<file path="config.mk">
export PLATFORM = sky130hd
export DESIGN_NAME = rob_commit_unit
export DESIGN_NICKNAME = d
export VERILOG_FILES = /design/src/rtl/rob_commit_unit.sv
export SDC_FILE = /design/constraint.sdc
export NUM_CORES = 1
export LEC_CHECK = 0
export CORE_MARGIN = 3
export CORE_UTILIZATION = 40
export CTS_CLUSTER_DIAMETER = 200
export DETAILED_ROUTE_END_ITERATION = 12
export PLACE_DENSITY = 0.71
export SYNTH_ARGS = -nofsm -noshare
export SYNTH_HDL_FRONTEND = slang
export SYNTH_SLANG_ARGS = --single-unit
export TNS_END_PERCENT = 100
</file>
<file path="constraint.sdc">
create_clock -name clock -period 9 [get_ports clock]
set_input_delay 1.8 -clock clock [delete_from_list [all_inputs] [get_ports clock]]
set_output_delay 1.8 -clock clock [all_outputs]
set_load 0.02 [all_outputs]
</file>
<file path="src/rtl/rob_commit_unit.sv">
// 8-entry in-order reorder buffer: allocates ids, takes out-of-order writebacks, forwards results, retires in order.
// Retire is 2 cycles after the head writeback; alloc_ready drops when full or while an exception commits.
module rob_commit_unit #(
  parameter int ENTRIES = 8,
  localparam int IDW = $clog2(ENTRIES)
) (
  input  logic            clock,
  input  logic            reset,

  input  logic            alloc_valid,
  output logic            alloc_ready,
  output logic [IDW-1:0]  alloc_id,

  input  logic            wb0_valid,
  input  logic [IDW-1:0]  wb0_instr_id,
  input  logic [31:0]     wb0_pc,
  input  logic            wb0_rd_write,
  input  logic [4:0]      wb0_rd_addr,
  input  logic [31:0]     wb0_rd_data,
  input  logic            wb0_xcpt_valid,
  input  logic [3:0]      wb0_xcpt_cause,

  input  logic            wb1_valid,
  input  logic [IDW-1:0]  wb1_instr_id,
  input  logic [31:0]     wb1_pc,
  input  logic            wb1_rd_write,
  input  logic [4:0]      wb1_rd_addr,
  input  logic [31:0]     wb1_rd_data,
  input  logic            wb1_xcpt_valid,
  input  logic [3:0]      wb1_xcpt_cause,

  input  logic [IDW-1:0]  src1_id,
  input  logic [IDW-1:0]  src2_id,
  output logic            src1_hit,
  output logic            src2_hit,
  output logic [31:0]     src1_data,
  output logic [31:0]     src2_data,

  output logic            rf_wr_en,
  output logic [4:0]      rf_wr_addr,
  output logic [31:0]     rf_wr_data,

  output logic            xcpt_valid,
  output logic [31:0]     xcpt_pc,
  output logic [3:0]      xcpt_cause,
  output logic            flush
);

  localparam int CNTW = IDW + 1;

  typedef struct packed {
    logic        alloc;
    logic        done;
    logic        rd_write;
    logic [4:0]  rd_addr;
    logic [31:0] rd_data;
    logic [31:0] pc;
    logic        xcpt;
    logic [3:0]  cause;
  } rob_entry_t;

  rob_entry_t          entries [ENTRIES];
  logic [IDW-1:0]      head;
  logic [IDW-1:0]      tail;
  logic [CNTW-1:0]     count;

  rob_entry_t          head_entry;
  logic                commit_fire;
  logic                commit_ok;
  logic                commit_xcpt;
  logic                alloc_fire;
  logic                wb0_ok;
  logic                wb1_ok;
  logic                wb_same_id;

  function automatic logic fwd_hit(input rob_entry_t e);
    return e.alloc & e.done & e.rd_write & ~e.xcpt;
  endfunction

  function automatic rob_entry_t wb_fill(
    input logic [31:0] pc,
    input logic        rd_write,
    input logic [4:0]  rd_addr,
    input logic [31:0] rd_data,
    input logic        xcpt,
    input logic [3:0]  cause
  );
    rob_entry_t e;
    e.alloc    = 1'b1;
    e.done     = 1'b1;
    e.rd_write = rd_write;
    e.rd_addr  = rd_addr;
    e.rd_data  = rd_data;
    e.pc       = pc;
    e.xcpt     = xcpt;
    e.cause    = cause;
    return e;
  endfunction

  assign head_entry  = entries[head];
  assign commit_fire = (count != '0) & head_entry.done;
  assign commit_xcpt = commit_fire & head_entry.xcpt;
  assign commit_ok   = commit_fire & ~head_entry.xcpt;

  assign alloc_ready = (count != CNTW'(ENTRIES)) & ~commit_xcpt;
  assign alloc_fire  = alloc_valid & alloc_ready;
  assign alloc_id    = tail;

  // Port 0 owns the entry on a same-id collision, whether or not its own write lands.
  assign wb_same_id = wb0_valid & (wb0_instr_id == wb1_instr_id);
  assign wb0_ok     = wb0_valid & entries[wb0_instr_id].alloc & ~entries[wb0_instr_id].done;
  assign wb1_ok     = wb1_valid & ~wb_same_id
                    & entries[wb1_instr_id].alloc & ~entries[wb1_instr_id].done;

  assign src1_hit  = fwd_hit(entries[src1_id]);
  assign src2_hit  = fwd_hit(entries[src2_id]);
  assign src1_data = src1_hit ? entries[src1_id].rd_data : 32'h0;
  assign src2_data = src2_hit ? entries[src2_id].rd_data : 32'h0;

  always_ff @(posedge clock) begin
    if (reset) begin
      head       <= '0;
      tail       <= '0;
      count      <= '0;
      for (int i = 0; i < ENTRIES; i++) entries[i] <= '0;
      rf_wr_en   <= 1'b0;
      rf_wr_addr <= '0;
      rf_wr_data <= '0;
      xcpt_valid <= 1'b0;
      xcpt_pc    <= '0;
      xcpt_cause <= '0;
      flush      <= 1'b0;
    end else begin
      rf_wr_en   <= commit_ok & head_entry.rd_write;
      xcpt_valid <= commit_xcpt;
      flush      <= commit_xcpt;
      if (commit_ok) begin
        rf_wr_addr <= head_entry.rd_addr;
        rf_wr_data <= head_entry.rd_data;
      end

      if (commit_xcpt) begin
        // Precise exception: drop every younger entry and any same-cycle alloc/writeback.
        xcpt_pc    <= head_entry.pc;
        xcpt_cause <= head_entry.cause;
        head       <= '0;
        tail       <= '0;
        count      <= '0;
        for (int i = 0; i < ENTRIES; i++) begin
          entries[i].alloc <= 1'b0;
          entries[i].done  <= 1'b0;
        end
      end else begin
        for (int i = 0; i < ENTRIES; i++) begin
          if (wb0_ok && wb0_instr_id == IDW'(i)) begin
            entries[i] <= wb_fill(wb0_pc, wb0_rd_write, wb0_rd_addr, wb0_rd_data,
                                  wb0_xcpt_valid, wb0_xcpt_cause);
          end else if (wb1_ok && wb1_instr_id == IDW'(i)) begin
            entries[i] <= wb_fill(wb1_pc, wb1_rd_write, wb1_rd_addr, wb1_rd_data,
                                  wb1_xcpt_valid, wb1_xcpt_cause);
          end
        end

        if (commit_ok) begin
          entries[head].alloc <= 1'b0;
          entries[head].done  <= 1'b0;
          head                <= head + IDW'(1);
        end

        if (alloc_fire) begin
          entries[tail].alloc <= 1'b1;
          entries[tail].done  <= 1'b0;
          tail                <= tail + IDW'(1);
        end

        if (alloc_fire && !commit_ok) begin
          count <= count + CNTW'(1);
        end else if (commit_ok && !alloc_fire) begin
          count <= count - CNTW'(1);
        end
      end
    end
  end

  always_ff @(posedge clock) begin
    if (!reset) begin
      assert (count <= CNTW'(ENTRIES));
      assert (!(rf_wr_en && xcpt_valid));
    end
  end

endmodule

</file>
# After elaboration in Yosys (flattened, before gate mapping)
# Memories as Yosys holds them, arrays and structs flattened. A register that Yosys moved wholly into a read port is not among the register bits.
# Index checks and enable logic that the tools add are counted.
[totals]
mem_bits_rw = 616
ff_bits = 85
wordCells = 299
n_memories = 1
[classes]
n_bitwise = 89
mux = 155
n_reduce_logical = 25
eq_ne = 16
addsub = 4
[memory_table]
columns = ["name", "words", "width", "read_ports", "rd_ports_with_merged_regs", "write_ports", "line", "text"]
rows = [
  ["entries", 8, 77, 5, 1, 10, "62", "rob_entry_t entries [ENTRIES];"],
]
[ops]
columns = ["operator", "n"]
rows = [
  ["two-way mux 75 bit", 16],
  ["two-way mux 1 bit", 133],
  ["two-way mux 32 bit", 2],
  ["bitwise OR 1 bit", 64],
  ["equality test 3 bit (second input constant)", 8],
  ["AND 1 bit", 18],
  ["logical AND 1 bit", 18],
  ["equality test 3 x 2 -> 1 bit (second input constant)", 4],
  ["two-way mux 4 bit", 2],
  ["NOT 1 bit", 7],
  ["adder 3 x 1 -> 3 bit (second input constant)", 2],
  ["equality test 3 x 1 -> 1 bit (second input constant)", 2],
  ["logical NOT 3 bit", 2],
  ["two-way mux 3 bit", 2],
  ["adder 4 x 1 -> 4 bit (second input constant)", 1],
  ["!= test 4 bit (second input constant)", 1],
  ["nonzero test 4 bit", 1],
  ["subtractor 4 x 1 -> 4 bit (second input constant)", 1],
  ["equality test 3 bit", 1],
  ["logical NOT 1 bit", 2],
  ["nonzero test 2 bit", 1],
  ["OR reduction 2 bit", 1],
]

# Depth between registers and ports, before layout
[depth]
ltp_word = 13
ltp_mapped = 16
ltp_nobuf = 12

# Worst setup path after synthesis
# Ideal clock, no wire load.
[synth_timing]
path_kind = "input port to flip-flop"
from = "input wb0_instr_id[0]"
to = "memory entries[6][0] (netlist bit) (enable)"
path_slack_ps = 48
t_required_ps = 8388
stages = 7
arrival_time_ps = 8340
n_path_buf = 2
path_cell_list = "buf_2 -> xnor2_1 -> and4_4 -> nor4_1 -> buf_2 -> nor2_1 -> o21ai_0"
[synth_rtl]
columns = ["element", "line", "text"]
rows = [
  ["from (decl)", "15", "input logic [IDW-1:0] wb0_instr_id,"],
  ["to (decl)", "62", ""],
]

# Final worst setup path
[layout_timing]
from = "input src2_id[0]"
to = "output src2_data[0]"
[layout_via]
elab_chain_cells = 5
word_cells_on_any_way = 6
cone_classes = "mux: 1; bitwise: 4; memory: 1"
[layout_lines]
columns = ["element", "line", "text"]
rows = [
  ["from (decl)", "33", "input logic [IDW-1:0] src2_id,"],
  ["memory read (8 x 77 bit) (*)", "-", ""],
  ["AND 1 bit (3 in series)", "77", "return e.alloc & e.done & e.rd_write & ~e.xcpt;"],
  ["two-way mux 32 bit (*)", "118", "assign src2_data = src2_hit ? entries[src2_id].rd_data : 32'h0;"],
  ["to (decl)", "37", "output logic [31:0] src2_data,"],
]
# Every way passes the cells marked *; elsewhere a longest branch is shown, timed or not.

==> out/results.ini <==
[clocking]
clk_path_buf_depth=3
cts_made_buffers=79
cts_resized=0
clk_latency_ns=0.66
cts_hold_buf=0
cts.clk_slew.worst_paths_ns=0.06
cts.sinks=704
cts_tree=yes
cts_setup_buffers=0
root_buffer=clkbuf_16
ctsHtreeMaxLevel=3

[grt]
grt_pass1_wl_um=207900
grt_overflow_total=0
antenna_found_initial=32
grt_pass1_vias=30180
grt_max_degree=154
track_usage_pct=27.55

[cells_and_area]
nNetsFinal=3388
area_growth_pct=15.43
layout_common_cells=nor2_1, edfxtp_1, a22oi_1, clkdlybuf4s50_1, mux4_2
final_layout_size_suffix_gt1_share_pct=16.22
layout_commonest_cell=nor2_1

[critical_path]
reg2reg_slack_ns=4.11
crit_type=in2out
start_kind=input port
critPathSlowestCell=buf_4
startpoint=src2_id[0]
crit_path_max_incr_delay_ns=0.79
crit_chain=buf_4 -> buf_4 -> mux4_2 -> mux2i_1 -> nor2_1 -> clkdlybuf4s50_1
crit_top_cell=buf_4
worst-r2r-cell-count=12
crit_family=buffers and inverters
path_buf_inv=3
required_ns=7.20
cp.arrival_ns=4.62
worst-path-max-fanout=40
worstSetupEndpoint=src2_data[0]
end_kind=output port
crit_cells=6
rr_endpoint=count[3]

[sta]
setup-tns-final_ns=0
fin_crit_ns=6.420
setup_viol=0
rsz0062_at_grt=no
worst_slack_ns=2.580
fin_worst_skew_ns=0.03019
drv_slew=0
finalHoldViolations=0
worst_pin_slew_ns=1.232
period_share_pct=71.33
timing.fmax_mhz=155.8
maxSlewHeadroom_pct=17.85

[place]
pre_cts_slack_ns=2.598
dp_hpwl_um=78520
io_buffers=312
place.gp.congestion=0.8692

[synth]
avgSynthCellArea_um2=12.05
synthArstFlopShare_pct=0
synth_edf_count=600
ys_warn_count=0
syn_inst=3226
synth_flop_cell=edfxtp_1
synth_nets=3399
synth_area_um2=38880
ys_seq_area_share_pct=51.69
ys_ff_latch=704
yosysUniqueCellTypes=60

[run_status]
status=finished, final reports clean

[power]
swShare_pct=25.90
ir_drop_mv=0.1224
switchingPower_uw=2080
powerDensity_nw_per_um2=179.0
combPwrFrac_pct=12.1
intPower_uw=5953
seqPwrFrac_pct=47.2
clock_power_share_pct=40.6
fin_total_pwr_uw=8033
leakage_uw=0.01486

[floorplanning]
fp.dieH_um=317.8
die_w_um=317.8
num_rows=113
fp.dieArea_um2=101000
ios=313
core_area_um2=95720
start_util_pct=40.62

[job]
max_cap_viol_count=0

[worst_hold_path]
min-delay-path-class=reg2reg
hold_start=entries[4][76]

[drt]
final_antenna_net_count=0
drcViolationCount=0
wl_per_cell_um=31.46
drtIter0Drc=4915
first_pass_iters=6
vias=30310
via_per_inst=6.645
drt-total-wl_um=143500

==> power by group through the flow <==
stage | Combinational [uW] | Clock [uW] | Sequential [uW]
after global routing | 1030 | 3400 | 3810
after CTS | 962 | 3290 | 3790
after detailed placement | 960 | 0 | 3860
final | 974 | 3260 | 3790
after floorplan | 619 | 0 | 3860
after global placement | 950 | 0 | 3850
==> how the worst min path moves through the flow <==
stage / slack (ns) / cells past startpoint / endpoint
6_report: 0.49 / 1 / entries[4][76]
5_1_grt: 0.52 / 2 / rf_wr_addr[0]
4_1_cts: 0.49 / 1 / entries[4][76]
3_5_place_dp: 0.47 / 1 / entries[4][76]
3_3_place_gp: 0.47 / 1 / entries[6][76]
2_1_floorplan: 0.43 / 1 / entries[6][76]
==> Yosys cell counts, types with 2 or more instances <==
cell type,n,area share [%]
and4b_1,4,0.10
a21oi_1,41,0.53
buf_2,103,1.3
nand2_1,21,0.20
a21o_1,11,0.21
buf_4,4,0.077
dfxtp_1,104,5.4
xor2_1,2,0.045
nand3_1,9,0.12
mux4_2,282,16
a22oi_1,335,6.5
a31oi_1,2,0.032
o31ai_1,2,0.039
clkbuf_1,234,2.3
nor3b_1,3,0.058
inv_1,8,0.077
o22ai_1,227,3.7
nand4b_1,5,0.11
nand2b_1,10,0.16
nor2b_1,11,0.18
mux2i_1,143,3.7
xnor2_1,6,0.14
buf_1,51,0.49
and3b_1,2,0.045
or3_1,4,0.064
clkbuf_2,68,0.88
or4_1,2,0.039
buf_6,8,0.23
ha_1,5,0.16
o21ai_0,11,0.14
or2_2,2,0.032
a211oi_1,73,1.4
nand4_1,2,0.032
o221a_2,18,0.52
nor2_1,743,7.2
edfxtp_1,600,46
nor3_1,34,0.44
nand3b_1,2,0.039
and3_1,2,0.032
o21bai_1,3,0.058
nor4_1,10,0.16
==> metrics by stage <==
stage | utilization, % | instance area (um^2) | cells | hold slack (ns)
3_3_place_gp | 44.18 | 42290 | 4399 | 0.4658
5_1_grt | 46.87 | 44860 | 4553 | 0.5185
3_5_place_dp | 44.18 | 42290 | 4399 | 0.4742
2_1_floorplan | - | 38880 | 3226 | 0.4334
4_1_cts | 46.85 | 44840 | 4545 | 0.4901
6_report | 46.89 | 44880 | 4561 | 0.4944
==> registers in the layout, indices dropped and copies added, names as in the netlist, named ones only <==
signal and count:
rf_wr_data 32, entries 616, alloc_id 3, head 3
rf_wr_addr 5, count 4, xcpt_cause 4, flush 1
xcpt_pc 32, rf_wr_en 1
==> logic make-up (layout without fill, tap and decap cells) <==
group	after synthesis	after routing	synth area share (%)
buf+inv	476	530	5.338
mux	427	427	20.10
xor+xnor	8	8	0.1802
flops	704	704	51.69
compound gates	733	733	13.34
other cells	0	16	0
simple gates	872	872	9.135
fa+ha+maj	6	6	0.2124
==> layout make-up <==
| class | instances | area, um^2 |
|---|---|---|
| Sequential cell | 704 | 20110 |
| Antenna cell | 16 | 40.04 |
| Clock inverter | 45 | 436.7 |
| Timing Repair Buffer | 376 | 3606 |
| Multi-Input combinational cell | 2046 | 16960 |
| Tap cell | 1265 | 1583 |
| Fill cell | 8344 | 50840 |
| Clock buffer | 101 | 2121 |
| Inverter | 8 | 30.03 |
==> routing by layer <==
metal | global-route usage, % | wire length [um] | vias up | share of wire [%]
li1 | - | - | 12470 | -
met3 | 9.063 | 21070 | 394 | 15
met5 | 0 | 230 | - | 0.16
met4 | 10.08 | 4838 | 32 | 3.4
met1 | 36.39 | 52020 | 14910 | 36
met2 | 42.47 | 65320 | 2505 | 46
No activity file was read; power rests on OpenSTA's default activity.
